==> config.mk <==
export PLATFORM = sky130hd
export DESIGN_NAME = timer_slot_scheduler
export DESIGN_NICKNAME = d
export VERILOG_FILES = /design/src/rtl/timer_slot_scheduler_pkg.sv /design/src/rtl/timer_slot_scheduler_rr_arbiter.sv /design/src/rtl/timer_slot_scheduler.sv
export SDC_FILE = /design/constraint.sdc
export NUM_CORES = 1
export LEC_CHECK = 0
export CORE_MARGIN = 3
export CORE_UTILIZATION = 30
export CTS_CLUSTER_DIAMETER = 100
export DETAILED_ROUTE_END_ITERATION = 8
export PLACE_DENSITY = 0.73
export SLEW_MARGIN = 20
export SYNTH_ARGS = -nofsm -noshare
export SYNTH_HDL_FRONTEND = slang
export SYNTH_SLANG_ARGS = --single-unit
==> constraint.sdc <==
create_clock -name clk -period 3.3 [get_ports clk]
set_input_delay 0.495 -clock clk [delete_from_list [all_inputs] [get_ports clk]]
set_output_delay 0.495 -clock clk [all_outputs]
set_load 0.1 [all_outputs]
==> src/rtl/timer_slot_scheduler_pkg.sv <==
// Shared types and helpers for the round-robin timer slot scheduler.
package timer_slot_scheduler_pkg;

    typedef enum logic [1:0] {
        ST_IDLE = 2'd0,
        ST_RUN  = 2'd1,
        ST_DONE = 2'd2
    } state_e;

    // Index of the requester after idx, wrapping at n.
    function automatic int wrap_inc(input int idx, input int n);
        return (idx + 1 >= n) ? 0 : idx + 1;
    endfunction

endpackage

==> src/rtl/timer_slot_scheduler_rr_arbiter.sv <==
// Round-robin one-hot picker: scans req upward from ptr with wrap-around.
// ptr moves to the slot after the finished owner when upd is strobed.
module timer_slot_scheduler_rr_arbiter
    import timer_slot_scheduler_pkg::*;
#(
    parameter int NUM_REQ = 4,
    parameter int PTR_W   = (NUM_REQ > 1) ? $clog2(NUM_REQ) : 1
) (
    input  logic               clk,
    input  logic               rst,
    input  logic [NUM_REQ-1:0] req,
    input  logic               upd,
    input  logic [PTR_W-1:0]   upd_idx,
    output logic [NUM_REQ-1:0] pick,
    output logic [PTR_W-1:0]   pick_idx
);

    logic [PTR_W-1:0] ptr;

    always_comb begin
        int  idx;
        logic found;
        pick     = '0;
        pick_idx = '0;
        found    = 1'b0;
        idx      = 0;
        for (int k = 0; k < NUM_REQ; k++) begin
            idx = int'(ptr) + k;
            if (idx >= NUM_REQ) idx = idx - NUM_REQ;
            if (!found && req[idx]) begin
                found         = 1'b1;
                pick[idx]     = 1'b1;
                pick_idx      = PTR_W'(idx);
            end
        end
    end

    always_ff @(posedge clk or negedge rst) begin
        if (!rst) begin
            ptr <= '0;
        end else if (upd) begin
            ptr <= PTR_W'(wrap_inc(int'(upd_idx), NUM_REQ));
        end
    end

endmodule

==> src/rtl/timer_slot_scheduler.sv <==
// Shares one down-counting delay timer between NUM_REQ requesters; the
// granted requester's delay is counted on tick_en and done pulses on expiry.
module timer_slot_scheduler
    import timer_slot_scheduler_pkg::*;
#(
    parameter int NUM_REQ = 4,
    parameter int CNT_W   = 32
) (
    input  logic                     clk,
    input  logic                     rst,
    input  logic                     tick_en,
    input  logic [NUM_REQ-1:0]       req,
    input  logic [NUM_REQ*CNT_W-1:0] delay,
    output logic [NUM_REQ-1:0]       grant,
    output logic [NUM_REQ-1:0]       done,
    output logic                     busy,
    output logic [CNT_W-1:0]         remaining
);

    localparam int PTR_W = (NUM_REQ > 1) ? $clog2(NUM_REQ) : 1;

    state_e             state;
    logic [PTR_W-1:0]   own_idx;
    logic [NUM_REQ-1:0] arb_pick;
    logic [PTR_W-1:0]   arb_idx;
    logic [CNT_W-1:0]   win_delay;
    logic               owner_req;
    logic               arb_upd;

    // Only the winner's delay is sampled, and only at grant time.
    always_comb begin
        win_delay = '0;
        for (int i = 0; i < NUM_REQ; i++) begin
            if (arb_pick[i]) win_delay = delay[i*CNT_W +: CNT_W];
        end
    end

    assign owner_req = |(req & grant);
    assign arb_upd   = (state == ST_DONE) || ((state == ST_RUN) && !owner_req);

    timer_slot_scheduler_rr_arbiter #(
        .NUM_REQ (NUM_REQ),
        .PTR_W   (PTR_W)
    ) u_arb (
        .clk      (clk),
        .rst      (rst),
        .req      (req),
        .upd      (arb_upd),
        .upd_idx  (own_idx),
        .pick     (arb_pick),
        .pick_idx (arb_idx)
    );

    always_ff @(posedge clk or negedge rst) begin
        if (!rst) begin
            state     <= ST_IDLE;
            grant     <= '0;
            done      <= '0;
            busy      <= 1'b0;
            remaining <= '0;
            own_idx   <= '0;
        end else begin
            done <= '0;
            case (state)
                ST_IDLE: begin
                    if (|req) begin
                        grant     <= arb_pick;
                        own_idx   <= arb_idx;
                        remaining <= win_delay;
                        busy      <= 1'b1;
                        state     <= ST_RUN;
                    end
                end
                ST_RUN: begin
                    // Abort takes priority over a coincident tick.
                    if (!owner_req) begin
                        grant <= '0;
                        busy  <= 1'b0;
                        state <= ST_IDLE;
                    end else if ((remaining == '0) ||
                                 (tick_en && (remaining == CNT_W'(1)))) begin
                        remaining <= '0;
                        done      <= grant;
                        state     <= ST_DONE;
                    end else if (tick_en) begin
                        remaining <= remaining - 1'b1;
                    end
                end
                ST_DONE: begin
                    grant <= '0;
                    busy  <= 1'b0;
                    state <= ST_IDLE;
                end
                default: begin
                    grant <= '0;
                    busy  <= 1'b0;
                    state <= ST_IDLE;
                end
            endcase
        end
    end

endmodule
---- Yosys cells after proc, flatten, opt, wreduce, memory -nomap -nowiden ----
Index checks and enable logic that the tools add are counted.
word-level totals
  bits in registers ....................... 47
  input bits .............................. 135
  output and inout port bits .............. 41
  word-level logic and storage cells ...... 123
operators by class
  $add $sub $neg .......................... 9
  magnitude comparators ................... 13
  equality and inequality tests ........... 8
  multiplexer cells ....................... 58
  bitwise gates (word level) .............. 4
  reduce and logical (&&, ||, !) cells .... 24
operators with widths
  cell                                                                 count
  2-to-1 mux 32 bit                                                    12
  greater-or-equal comparator 32 x 1 -> 1 bit (second input constant)  4
  < comparator 32 x 4 -> 1 bit (second input constant)                 4
  greater-or-equal comparator 32 x 4 -> 1 bit (second input constant)  3
  subtractor 32 x 4 -> 32 bit (second input constant)                  3
  one-hot mux 32 bit (2 select lines)                                  1
  2-to-1 mux 4 bit                                                     9
  equality test 32 x 1 -> 1 bit (second input constant)                1
  zero test 32 bit                                                     1
  subtractor 32 x 1 -> 32 bit (second input constant)                  1
  2-to-1 mux 1 bit                                                     17
  2-to-1 mux 2 bit                                                     8
  OR 4 bit                                                             3
  logical AND 1 bit                                                    9
  binary-select mux 1 bit (select 2 bit)                               4
  demux 1 bit (select 2 bit)                                           4
  one-hot mux 4 bit (2 select lines)                                   1
  OR reduction 4 bit                                                   2
  adder 2 x 1 -> 3 bit (second input constant)                         2
  adder 2 x 2 -> 3 bit (second input constant)                         2
  != test 2 bit (second input constant)                                3
  != test 3 x 2 -> 1 bit (second input constant)                       2
  AND reduction 2 bit                                                  3
  AND 4 bit                                                            1
  other kinds (12)                                                     16

---- Depth between registers and ports, before layout ----
Gate-level depths: netlist of run 1.
  depth in word-level cells ............... 21
  gate-level depth with buffers ........... 14
  gate-level depth less buffers ........... 9

---- Modules after synthesis ----
Synthesis of run 1 repeated with hierarchy kept, for this count alone.
second synthesis, totals
  cells, all modules ...................... 531
  area total of the unflattened synthesis .. 4342.9 µm²
modules (own cells, without submodules)
  module                           times used  cells an instance  area each (µm²)  seq. area each (µm²)
  timer_slot_scheduler             1           459                3689.8           1126.1
  timer_slot_scheduler_rr_arbiter  1           72                 653.1            50.0

---- Worst setup path after synthesis of run 1 ----
OpenSTA, ideal clock, no wires.
  path type ............................... reg2reg
  start point ............................. register u_arb.ptr[1]
  end point ............................... register remaining[16]
  setup time .............................. 0.168 ns
  data arrival time ....................... 3.121 ns
  data required time ...................... 3.132 ns
  setup slack ............................. 0.011 ns
  stages on the path, launching flop included .. 13
  buffers on the path ..................... 3
  clock period less this slack ............ 3.289 ns
  cell sequence ........................... dfrtp_1 -> clkbuf_1 -> inv_1 -> ha_1 -> buf_2 -> mux4_2 -> nor2b_1 -> o31ai_1 -> a221oi_4 -> buf_6 -> a221o_1 -> o211ai_1 -> o2111ai_1
on the way
  longest elaborated chain between the ends .. 21
  elaborated cells on any way between the ends .. 69
  classes of those cells .................. add/sub (7); order compare (12); mux (37); bitwise (3); reduce/logical (10)
RTL lines
  item                                                                  RTL line                               RTL
  from (decl)                                                           timer_slot_scheduler_rr_arbiter.sv:18  logic [PTR_W-1:0] ptr;
  from (signal assigned)                                                timer_slot_scheduler_rr_arbiter.sv:42  ptr <= PTR_W'(wrap_inc(int'(upd_idx), NUM_REQ));
  branches (longest 14 deep; another with subtractor 32 x 4 -> 32 bit)  --
  2-to-1 mux 4 bit *                                                    timer_slot_scheduler_rr_arbiter.sv:30  if (!found && req[idx]) begin
  2-to-1 mux 32 bit (3 in series)                                       timer_slot_scheduler.sv:34             if (arb_pick[i]) win_delay = delay[i*CNT_W +: CNT_W];
  2-to-1 mux 32 bit *                                                   timer_slot_scheduler.sv:34
  2-to-1 mux 32 bit *                                                   timer_slot_scheduler.sv:66             if (|req) begin
  one-hot mux 32 bit (2 select lines) *                                 timer_slot_scheduler.sv:64             case (state)
  to (signal assigned)                                                  timer_slot_scheduler.sv:69             remaining <= win_delay;
  to (signal assigned)                                                  timer_slot_scheduler.sv:86             remaining <= remaining - 1'b1;
  to (decl)                                                             timer_slot_scheduler.sv:17             output logic [CNT_W-1:0] remaining
Mark *: on every way between the ends. The select of a mux whose other input is x is not followed.
A chain may end at the register's enable or synchronous reset.

---- Worst setup path in the final report of run 1 ----
  start point ............................. register u_arb.ptr[1]
  end point ............................... register remaining[29]
Same word-level chain as after synthesis.

==> summary.txt, run 1 <==
Synthesis
  – Post-Synthesis Cell Area: 0.003859 mm²
  – Avg Inst Size Synth: 8.388 µm²
  – Post-synth EDFFs: 0
  – Yosys reg bits: 47
  – Synth Instances: 460
  – Sequential share of the synthesized area: 30.48%
  – Synth cell types: 60
  – Post-Syn Nets: 606
  – Async set-or-reset flop fraction in the synthesized netlist: 100.0%
  – Ys flop type: dfrtp_1
  – Yosys Warn Count: 0

STA
  – Clk_skew: 5.282 ps
  – Crit share post-route: 95.44%
  – Tightest Pin Transition: 984.1 ps
  – WHS: 225.1 ps
  – Final Max Tran Viols: 0
  – Setup-failing EPs final: 0
  – Slew margin rel.: 34.19%
  – Fmax: 317.5 MHz
  – Clock period minus worst slack: 3149 ps
  – Final hold violations: 0

CTS
  – CTS Buf Count: 5
  – Root buffer cell: clkbuf_16
  – Clock Latency Late Sink: 290 ps
  – CTS HTree Levels: 2
  – Clk slew on worst S/H paths: 70 ps
  – CTS Sinks: 47
  – CTS max path bufs: 2
  – CTS tree: done

Cells and area
  – Commonest non-fill, non-tap cell in the layout: clkdlybuf4s50_1
  – Most frequent cells in the layout: 143 x clkdlybuf4s50_1, 60 x buf_4, 51 x o21ai_0
  – Nets: 787
  – ANT cells: 0
  – Area Overhead vs Synth: 59.11%
  – Layout cells sized above 1: 14.49%

Setup path
  – Worst r2r path cells: 10
  – CP Cell Sequence: inv_1 > ha_4 > or3b_1 > a2111oi_1 > or2_1 > a221oi_4 > buf_12 > a221o_1 > o211ai_1 > o2111ai_1
  – Crit Path Class: flop to flop
  – Worst path required time: 3450 ps
  – Max incr delay on CP: 570 ps
  – Startpoint Class: flop
  – CP max-delay cell: a2111oi_1
  – Reg2Reg Launch Point: u_arb.ptr[1]
  – R2r endpoint: remaining[29]
  – Critical path arrival: 3300 ps
  – CP Capture Type: flop
  – R2R setup slack: 150 ps
  – Crit-path max FO: 25

Die
  – Horiz. Die Dim: 119.4 µm
  – Initial Util: 31.34%
  – Core area: 0.01231 mm²
  – DIE AREA: 0.01426 mm²
  – Die Y: 119.4 µm
  – I/O pin cnt: 176
  – Site Rows: 40

Drt
  – Drt pass-1 iters: 5
  – Wire per inst: 20.29 µm
  – Antenna Nets Post-Route: 0
  – Via count: 4753
  – Drt initial violations: 472
  – DR DRC count: 0
  – DR vias/cell: 5.868
  – Wirelength, routed: 16440 µm

Power and ir drop
  – Tot Pwr: 7856 µW
  – Pleak: 0.002317 µW
  – Power density over the cells: 1280 mW/mm²
  – Worst VDD drop: 0.7340 mV

Global route
  – Largest net degree at the start of global routing: 48
  – Gr usage total: 22.21%
  – GRT overflow: 0
  – Initial antenna violation count: 0
  – Number of global-route vias before repair: 4794
  – First-pass GRT wire length: 25980 µm

Outcome
  – Outcome: finished, final reports clean

Placement
  – Gpl congestion: 0.9275
  – DP HPWL: 12730 µm
  – PortBufs: 175

Hold path
  – Hold WC Path Type: input pin to asynchronous set/reset pin

Flow run
  – Max_cap viols: 0
-- layer usage --
layer,GRT usage (%),wire length (µm),vias up
met5,0,0,-
met4,5.297,267,0
met2,36.98,7923,278
met1,29.80,6760,2271
li1,-,-,2183
met3,4.179,1486,21
-- critical path: cells and delay by family, from the launching register on --
kind,cells,cell delay (ps)
simple gates,2,700
buf+inv,2,350
compound gates,5,1320
fa+ha+maj,1,270
flops,1,380
-- state kept, by name (all words and copies together) (netlist names) --
register / flops
u_arb.ptr: 2
busy: 1
remaining: 32
done: 4
state: 2
own_idx: 2
grant: 4
-- through the flow --
step	setup WS [ps]	cells	TNS (ps)	utilization [%]	cell area (µm²)
2_1_floorplan	10.92	460	0	-	3859
3_3_place_gp	-11.79	800	-16.63	48.00	5909
3_5_place_dp	-118.8	800	-373.1	48.00	5909
4_1_cts	48.42	809	0	49.62	6110
5_1_grt	-2.171	810	-2.171	49.87	6140
6_report	150.6	810	0	49.87	6140
-- synth_stat cells (4+ instances only) --
cell	instances	area share, %
a21o_1	4	0.78
a21oi_1	19	2.5
a221o_1	14	3.6
a221oi_1	23	5.2
a22oi_1	9	1.8
a31oi_1	4	0.65
a32oi_1	7	1.6
and2_1	9	1.5
buf_2	10	1.3
buf_4	4	0.78
clkbuf_1	20	1.9
dfrtp_1	47	30
ha_1	11	3.6
inv_1	9	0.88
nand2_1	37	3.6
nand2b_1	5	0.81
nand3_1	8	1.0
nor2_1	37	3.6
nor2b_1	6	0.97
nor3_1	12	1.6
nor4_1	10	1.6
o2111ai_1	4	0.91
o211ai_1	28	5.4
o21ai_0	51	6.6
o21ai_1	12	1.6
-- area by class of cell --
| class | count | area, µm² |
|---|---|---|
| clock buffers | 5 | 125.1 |
| clock inverters | 3 | 67.56 |
| fillers | 1190 | 6172 |
| inverters | 9 | 33.78 |
| multi-input cells | 369 | 2525 |
| flip-flops and latches | 47 | 1176 |
| well taps | 168 | 210.2 |
| repair buffers | 209 | 2002 |
-- logic make-up (layout without fill, tap and decap cells) --
kind of cell | after synthesis | in the layout | share of synthesized area, %
buffers and inverters | 44 | 226 | 5.188
DFF | 47 | 47 | 30.48
adders and majority gates | 11 | 11 | 3.567
AOI/OAI and AO/OA | 201 | 201 | 37.68
and+or+nand+nor | 148 | 148 | 19.68
muxes | 9 | 9 | 3.405
-- power by group --
part	switching [µW]	leakage, µW	total [µW]	internal [µW]
sequential	347	0.000561	1200	856
clock	234	0.0000900	668	435
combinational	3920	0.00167	5990	2070
total	4500	0.00232	7860	3360
-- worst max-delay path by stage --
stage	start	endpoint	slack [ps]	depth (start not counted)
floorplan	u_arb.ptr[1]	remaining[16]	10	12
CTS	u_arb.ptr[1]	remaining[27]	50	9
global route	u_arb.ptr[1]	remaining[22]	-2	10
global placement	req[3]	remaining[27]	-10	9
finish	u_arb.ptr[1]	remaining[29]	150	10
detailed placement	req[3]	remaining[27]	-120	9
-- what timing repair did --
| action | in CTS | in global routing |
|---|---|---|
| endpoints found under the setup margin | 3 | 28 |
| hold buffers | 0 | 0 |
| endpoints found under the hold margin | 0 | 0 |
| buffers inserted | 1 | 1 |
| resized for setup | 0 | 4 |
| pin swaps | 1 | 1 |
(Power assumes the default switching activity.)
==> run 2, diff against run 1 <==
- CORE_UTILIZATION: 30 -> 25
- PLACE_DENSITY: 0.73 -> 0.65
==> run 2 against run 1 <==
Net effect: core utilization is 8.2 points lower; sequential cell count stayed put; combinational power hardly changed; clock skew is 4.6 ps higher; first-iteration DRC count is 19% higher; global-route usage is 2.9 points lower; via count is 1.1% lower; wire length is 3.4% higher; clock power is 13% lower; power is 0.73% lower; critical endpoint is now remaining[20]; highest routed layer unchanged.
==> summary.txt, run 2 (synthesis gave the netlist of run 1 again) <==
Outcome
  – Outcome: finished, final reports clean

Global route
  – Largest net degree at the start of global routing: 36 (-25%)
  – GRT overflow: 0 (unchanged)
  – Gr usage total: 19.27% (-2.9 points)
  – Initial antenna violation count: 0 (unchanged)
  – Number of global-route vias before repair: 4693 (-2.1%)
  – First-pass GRT wire length: 25760 µm (-0.85%)

Cells and area
  – Nets: 798 (+1.4%)
  – Post-Layout Inst Area: 0.006172 mm² (+0.53%)
  – Layout cells sized above 1: 15.49% (+1.0 points)
  – Biggest regs: remaining: 32 flops, done: 4 flops, grant: 4 flops
  – Area Overhead vs Synth: 59.95%
  – Max reg flops: 32 (unchanged)
  – Fin util: 41.68% (-8.2 points)
  – Largest Register: remaining
  – Fillers: 1469 (+23%)
  – Commonest non-fill, non-tap cell in the layout: clkdlybuf4s50_1
  – Final Non-Filler Cells: 836 (+3.2%)
  – Most frequent cells in the layout: 142 x clkdlybuf4s50_1, 72 x buf_4, 51 x o21ai_0
  – ANT cells: 0 (unchanged)

STA
  – Crit share post-route: 94.69% (-0.75 points)
  – Clock period minus worst slack: 3125 ps (-24.75 ps)
  – Fmax: 320.0 MHz (+0.79%)
  – Final hold violations: 0 (unchanged)
  – Setup-failing EPs final: 0 (unchanged)
  – Final Max Tran Viols: 0 (unchanged)
  – Setup_tns: 0 ps (unchanged)
  – Tightest Pin Transition: 992.5 ps (+8.419 ps)
  – Clk_skew: 9.855 ps (+4.573 ps)
  – Slew margin rel.: 33.63% (-0.56 points)

Power and ir drop
  – Worst VDD drop: 0.8033 mV (+9.4%)
  – Sw Ratio: 57.50% (+0.25 points)
  – Pleak: 0.002352 µW (+1.5%)
  – Int Pwr: 3315 µW (-1.3%)
  – Power density over the cells: 1264 mW/mm² (-1.3%)
  – Power share of the clock group: 7.5% (-1.0 points)
  – Comb pwr share: 77.1% (+0.9 points)
  – Power share of the sequential group: 15.4% (about the same)
  – Net Switching: 4484 µW (-0.29%)

Hold path
  – Hold WC Path Type: input pin to asynchronous set/reset pin

Drt
  – DR DRC count: 0 (unchanged)
  – Drt initial violations: 561 (+19%)
  – Wire per inst: 20.33 µm (+0.18%)
  – Antenna Nets Post-Route: 0 (unchanged)
  – Via count: 4703 (-1.1%)
  – DR vias/cell: 5.626 (-4.1%)
  – Drt pass-1 iters: 5 (unchanged)
  – Wirelength, routed: 17000 µm (+3.4%)

Placement
  – DP Cell Count: 829 (+3.6%)
  – DP HPWL: 13420 µm (+5.5%)
  – Post-DP Area: 0.006012 mm² (+1.7%)
  – Gpl congestion: 0.9281 (about the same)
  – PortBufs: 175 (unchanged)

Setup path
  – R2r endpoint: remaining[20]
  – CP Launch Point: u_arb.ptr[0]
  – CP endpoint: remaining[20]
  – R2R setup slack: 180 ps (+20 ps)
  – Buf/Inv on CP: 4 (+2)
  – Worst path required time: 3460 ps (about the same)
  – Worst path depth: 12 (+2)
  – CP Cell Sequence: inv_1 > ha_1 > or3b_1 > a2111oi_1 > buf_4 > or2_1 > buf_4 > a221oi_4 > and2_1 > buf_4 > o211ai_1 > o2111ai_1
  – Most common cell type on the critical path: buf_4
  – Crit-path max FO: 18 (-28%)
  – CP Capture Type: flop
  – Crit Path Class: flop to flop
  – Startpoint Class: flop
  – CP max-delay cell: a2111oi_1
  – Max incr delay on CP: 460 ps (-110 ps)
  – Worst r2r path cells: 12 (+2)
  – CP delay by family, top: compound AO/OA/AOI/OAI gates
  – Reg2Reg Launch Point: u_arb.ptr[0]
  – Critical path arrival: 3280 ps (-20 ps)

CTS
  – Root buffer cell: clkbuf_16
  – CTS HTree Levels: 2 (unchanged)
  – CTS max path bufs: 2 (unchanged)
  – Clk slew on worst S/H paths: 70 ps (about the same)
  – Hold-fix buffers, CTS: 0 (unchanged)
  – CTS Sinks: 47 (unchanged)
  – CTS Buf Count: 5 (unchanged)
  – Post-CTS repair timing setup buffer count: 0 (-1)
  – CTS tree: done
  – Clock Latency Late Sink: 300 ps (about the same)

Die
  – Initial Util: 26.06% (-5.3 points)
  – DIE AREA: 0.01696 mm² (+19%)
  – Core area: 0.01481 mm² (+20%)
  – Horiz. Die Dim: 130.2 µm (+9.1%)
  – Die Y: 130.2 µm (+9.1%)
  – I/O pin cnt: 176 (unchanged)
  – Site Rows: 44 (+10%)

Flow run
  – Max_cap viols: 0 (unchanged)
[run 2: changes by cell type in the layout (fill, tap and decap cells not counted), sizes merged]
| cell | change |
|---|---|
| buf | +12 |
| bufinv | -1 |
| clkbuf | +1 |
| clkdlybuf4s50 | -1 |
| clkinvlp | -1 |
[run 2: through the flow]
step / hold WS, ps / total power [µW] / setup WS [ps]
floorplan: 199.4 / 5310 / 10.92
global placement: 422.5 / 7119 / -132.9
detailed placement: 429.7 / 7193 / -127.5
CTS: 110.5 / 7794 / 95.67
global route: 114.7 / 8284 / -6.787
finish: 99.88 / 7799 / 175.4
[run 2: area by class of cell]
class / instances / area, µm² / share of cell area, %
multi-input cells: 369 / 2506 / 40.60
repair buffers: 220 / 2067 / 33.49
flip-flops and latches: 47 / 1176 / 19.06
well taps: 184 / 230.2 / 3.730
clock buffers: 6 / 128.9 / 2.088
inverters: 9 / 33.78 / 0.5473
clock inverters: 1 / 30.03 / 0.4865
[run 2: power groups by stage]
stage	sequential [µW]	clock, µW	combinational, µW
floorplan	2720	0	2590
finish	1200	583	6010
detailed placement	1200	0	5990
CTS	1190	595	6010
global placement	1190	0	5930
global route	1260	618	6410
[run 2: worst min-delay path by stage]
stage	startpoint	end	cells after the start
CTS	rst	remaining[4]	1
global route	rst	done[1]	1
floorplan	rst	busy	0
global placement	rst	done[0]	1
detailed placement	rst	done[1]	1
finish	rst	remaining[4]	1
[run 2: metal layers]
layer	track usage [%]	routed length, µm	share of wire, %	vias up
met5	0	0	0	-
met4	6.112	428	2.5	0
met3	3.561	1319	7.8	28
met2	30.84	7958	47	222
met1	26.29	7290	43	2235
li1	-	-	-	2218
[run 2: timing repair]
item	in CTS	in global routing
setup endpoints to repair	0	13
gates resized for setup	0	1
endpoints found under the hold margin	0	0
==> run 3, diff against run 2 <==
- CELL_PAD_IN_SITES_DETAIL_PLACEMENT: not set -> 0
- CELL_PAD_IN_SITES_GLOBAL_PLACEMENT: not set -> 1
- PLACE_DENSITY: 0.65 -> 0.8
- RECOVER_POWER: not set -> 25
- clock period: 3.3 -> 3.39 ns (I/O delays scaled with it)
==> run 3 against run 2 <==
Net effect: the run now ends with max-capacitance violations, max-slew violations left; final area down 0.22%; sequential cell count is the same; non-clock buffer count shrank 10; sequential power down 3%; cell count is 1.1% lower; global-route usage is 0.36 points lower; critical endpoint is now remaining[21].
==> summary.txt, run 3 (synthesis gave the netlist of run 1 again) <==
Drt
  – Via count: 4608 (-2.0%)
  – Antenna Nets Post-Route: 0 (unchanged)
  – Drt initial violations: 375 (-33%)
  – DR vias/cell: 5.572 (-0.95%)
  – Wire per inst: 20.45 µm (+0.59%)
  – Drt pass-1 iters: 5 (unchanged)
  – Wirelength, routed: 16910 µm (-0.49%)
  – DR DRC count: 0 (unchanged)

Placement
  – Pre-CTS setup slack: -148.6 ps (-21.10 ps)
  – Gpl congestion: 0.8739 (-5.8%)
  – DP HPWL: 13030 µm (-2.9%)
  – PortBufs: 175 (unchanged)

Hold path
  – Hold WC Path Type: flop to flop

Setup path
  – Worst path required time: 3600 ps (+140 ps)
  – Most common cell type on the critical path: buf_4
  – Max incr delay on CP: 790 ps (+330 ps)
  – Critical path arrival: 3460 ps (+180 ps)
  – Crit Path Class: input pin to flop
  – CP max-delay cell: a221oi_4
  – CP delay by family, top: compound AO/OA/AOI/OAI gates
  – Startpoint Class: input pin
  – Buf/Inv on CP: 3 (-1)
  – CP Capture Type: flop
  – CP Cell Sequence: clkdlybuf4s50_1 > buf_4 > mux4_2 > nand2_1 > o221ai_1 > a221oi_4 > buf_4 > o21ai_0 > o211ai_1
  – Crit-path max FO: 19 (+1)

Die
  – Core area: 0.01481 mm² (unchanged)
  – Die Y: 130.2 µm (unchanged)
  – Site Rows: 44 (unchanged)
  – I/O pin cnt: 176 (unchanged)
  – DIE AREA: 0.01696 mm² (unchanged)
  – Initial Util: 26.06% (unchanged)
  – Horiz. Die Dim: 130.2 µm (unchanged)

CTS
  – CTS Sinks: 47 (unchanged)
  – CTS tree: done
  – CTS Buf Count: 5 (unchanged)
  – Clock Latency Late Sink: 290 ps (about the same)
  – CTS HTree Levels: 2 (unchanged)
  – Clk slew on worst S/H paths: 70 ps (about the same)
  – Root buffer cell: clkbuf_16
  – CTS max path bufs: 2 (unchanged)

Cells and area
  – Biggest regs: remaining: 32 flops, done: 4 flops, grant: 4 flops
  – Layout cells sized above 1: 11.20% (-4.3 points)
  – Nets: 788 (-1.3%)
  – Max reg flops: 32 (unchanged)
  – Most frequent cells in the layout: 164 x clkdlybuf4s50_1, 51 x o21ai_0, 47 x dfrtp_1
  – Area Overhead vs Synth: 59.60%
  – Largest Register: remaining
  – Commonest non-fill, non-tap cell in the layout: clkdlybuf4s50_1
  – Fin util: 41.59% (-0.093 points)
  – ANT cells: 0 (unchanged)

STA
  – Unrepaired setup endpoints after global routing: false
  – Clk_skew: 10.19 ps (+0.3362 ps)
  – Crit share post-route: 95.89%
  – Final worst slack: 139.4 ps (-36.03 ps)
  – Setup-failing EPs final: 0 (unchanged)
  – Clock period minus worst slack: 3251 ps
  – Tightest Pin Transition: 1745 ps (+752.2 ps)
  – Slew margin rel.: -16.31% (-50 points)
  – Final Max Tran Viols: 29 (+29)
  – Fmax: 307.6 MHz
  – Final hold violations: 0 (unchanged)

Power and ir drop
  – Worst VDD drop: 0.5501 mV (-32%)
  – Power density over the cells: 1225 mW/mm² (-3.1%)
  – Pleak: 0.002274 µW (-3.3%)

Global route
  – Number of global-route vias before repair: 4714 (+0.45%)
  – Gr usage total: 18.90% (-0.36 points)
  – Largest net degree at the start of global routing: 29 (-19%)
  – Initial antenna violation count: 0 (unchanged)
  – First-pass GRT wire length: 25360 µm (-1.6%)
  – GRT overflow: 0 (unchanged)

Flow run
  – Max_cap viols: 1 (+1)

Outcome
  – Outcome: finished, violations left
  – Failing checks: max-capacitance violations, max-slew violations
run 3: cell count changes in the layout (fill, tap and decap cells not counted), sizes merged:
| cell | previous run | this run |
|---|---|---|
| clkdlybuf4s50 | 142 | 164 |
| buf | 78 | 44 |
| clkinv | 0 | 1 |
| clkbuf | 6 | 9 |
| bufinv | 1 | 0 |
run 3: routing by layer:
layer	share of wire, %	GRT usage, %
met3	8.5	5.158
met1	41	23.73
met2	49	32.71
met5	0	0
met4	1.5	3.606
run 3: area by class of cell:
type | instances | area [µm²]
well taps | 184 | 230.2
repair buffers | 210 | 2042
clock buffers | 7 | 142.6
inverters | 9 | 33.78
clock inverters | 1 | 8.758
fillers | 1458 | 8651
flip-flops and latches | 47 | 1176
multi-input cells | 369 | 2525
run 3: path summary, 6_finish.rpt:
kind / start / end / slack [ps] / cells after the start
setup / recovery: req[3] / remaining[21] / 140 / 9
hold / removal: own_idx[0] / u_arb.ptr[0] / 500 / 1
setup reg to reg: u_arb.ptr[1] / remaining[22] / 210 / 10
hold reg to reg: own_idx[0] / u_arb.ptr[0] / 500 / 1
max in group asynchronous: rst / remaining[20] / 840 / 2
min in group asynchronous: rst / remaining[10] / 660 / 1
run 3: what timing repair did:
action,in CTS,in global routing
hold endpoints to repair,0,0
gates resized for setup,0,6
setup buffers,0,0
setup endpoints to repair,0,32
hold buffers,0,0
run 3: per-stage QoR:
step	instances	hold slack, ps	TNS (ps)	area, µm²	power [µW]
2_1_floorplan	460	212.9	0	3859	5169
5_1_grt	827	523.7	0	6158	8007
6_report	827	495.8	0	6158	7544
3_3_place_gp	819	470.5	-410.6	5992	6923
3_5_place_dp	819	489.9	-2668	5992	7006
4_1_cts	827	278.9	0	6143	7550
run 3: power breakdown:
group | switching (µW) | leakage (µW) | internal [µW]
Clock | 224 | 0.0000741 | 296
Sequential | 331 | 0.000561 | 833
Combinational | 3820 | 0.00164 | 2040
Total | 4380 | 0.00227 | 3160
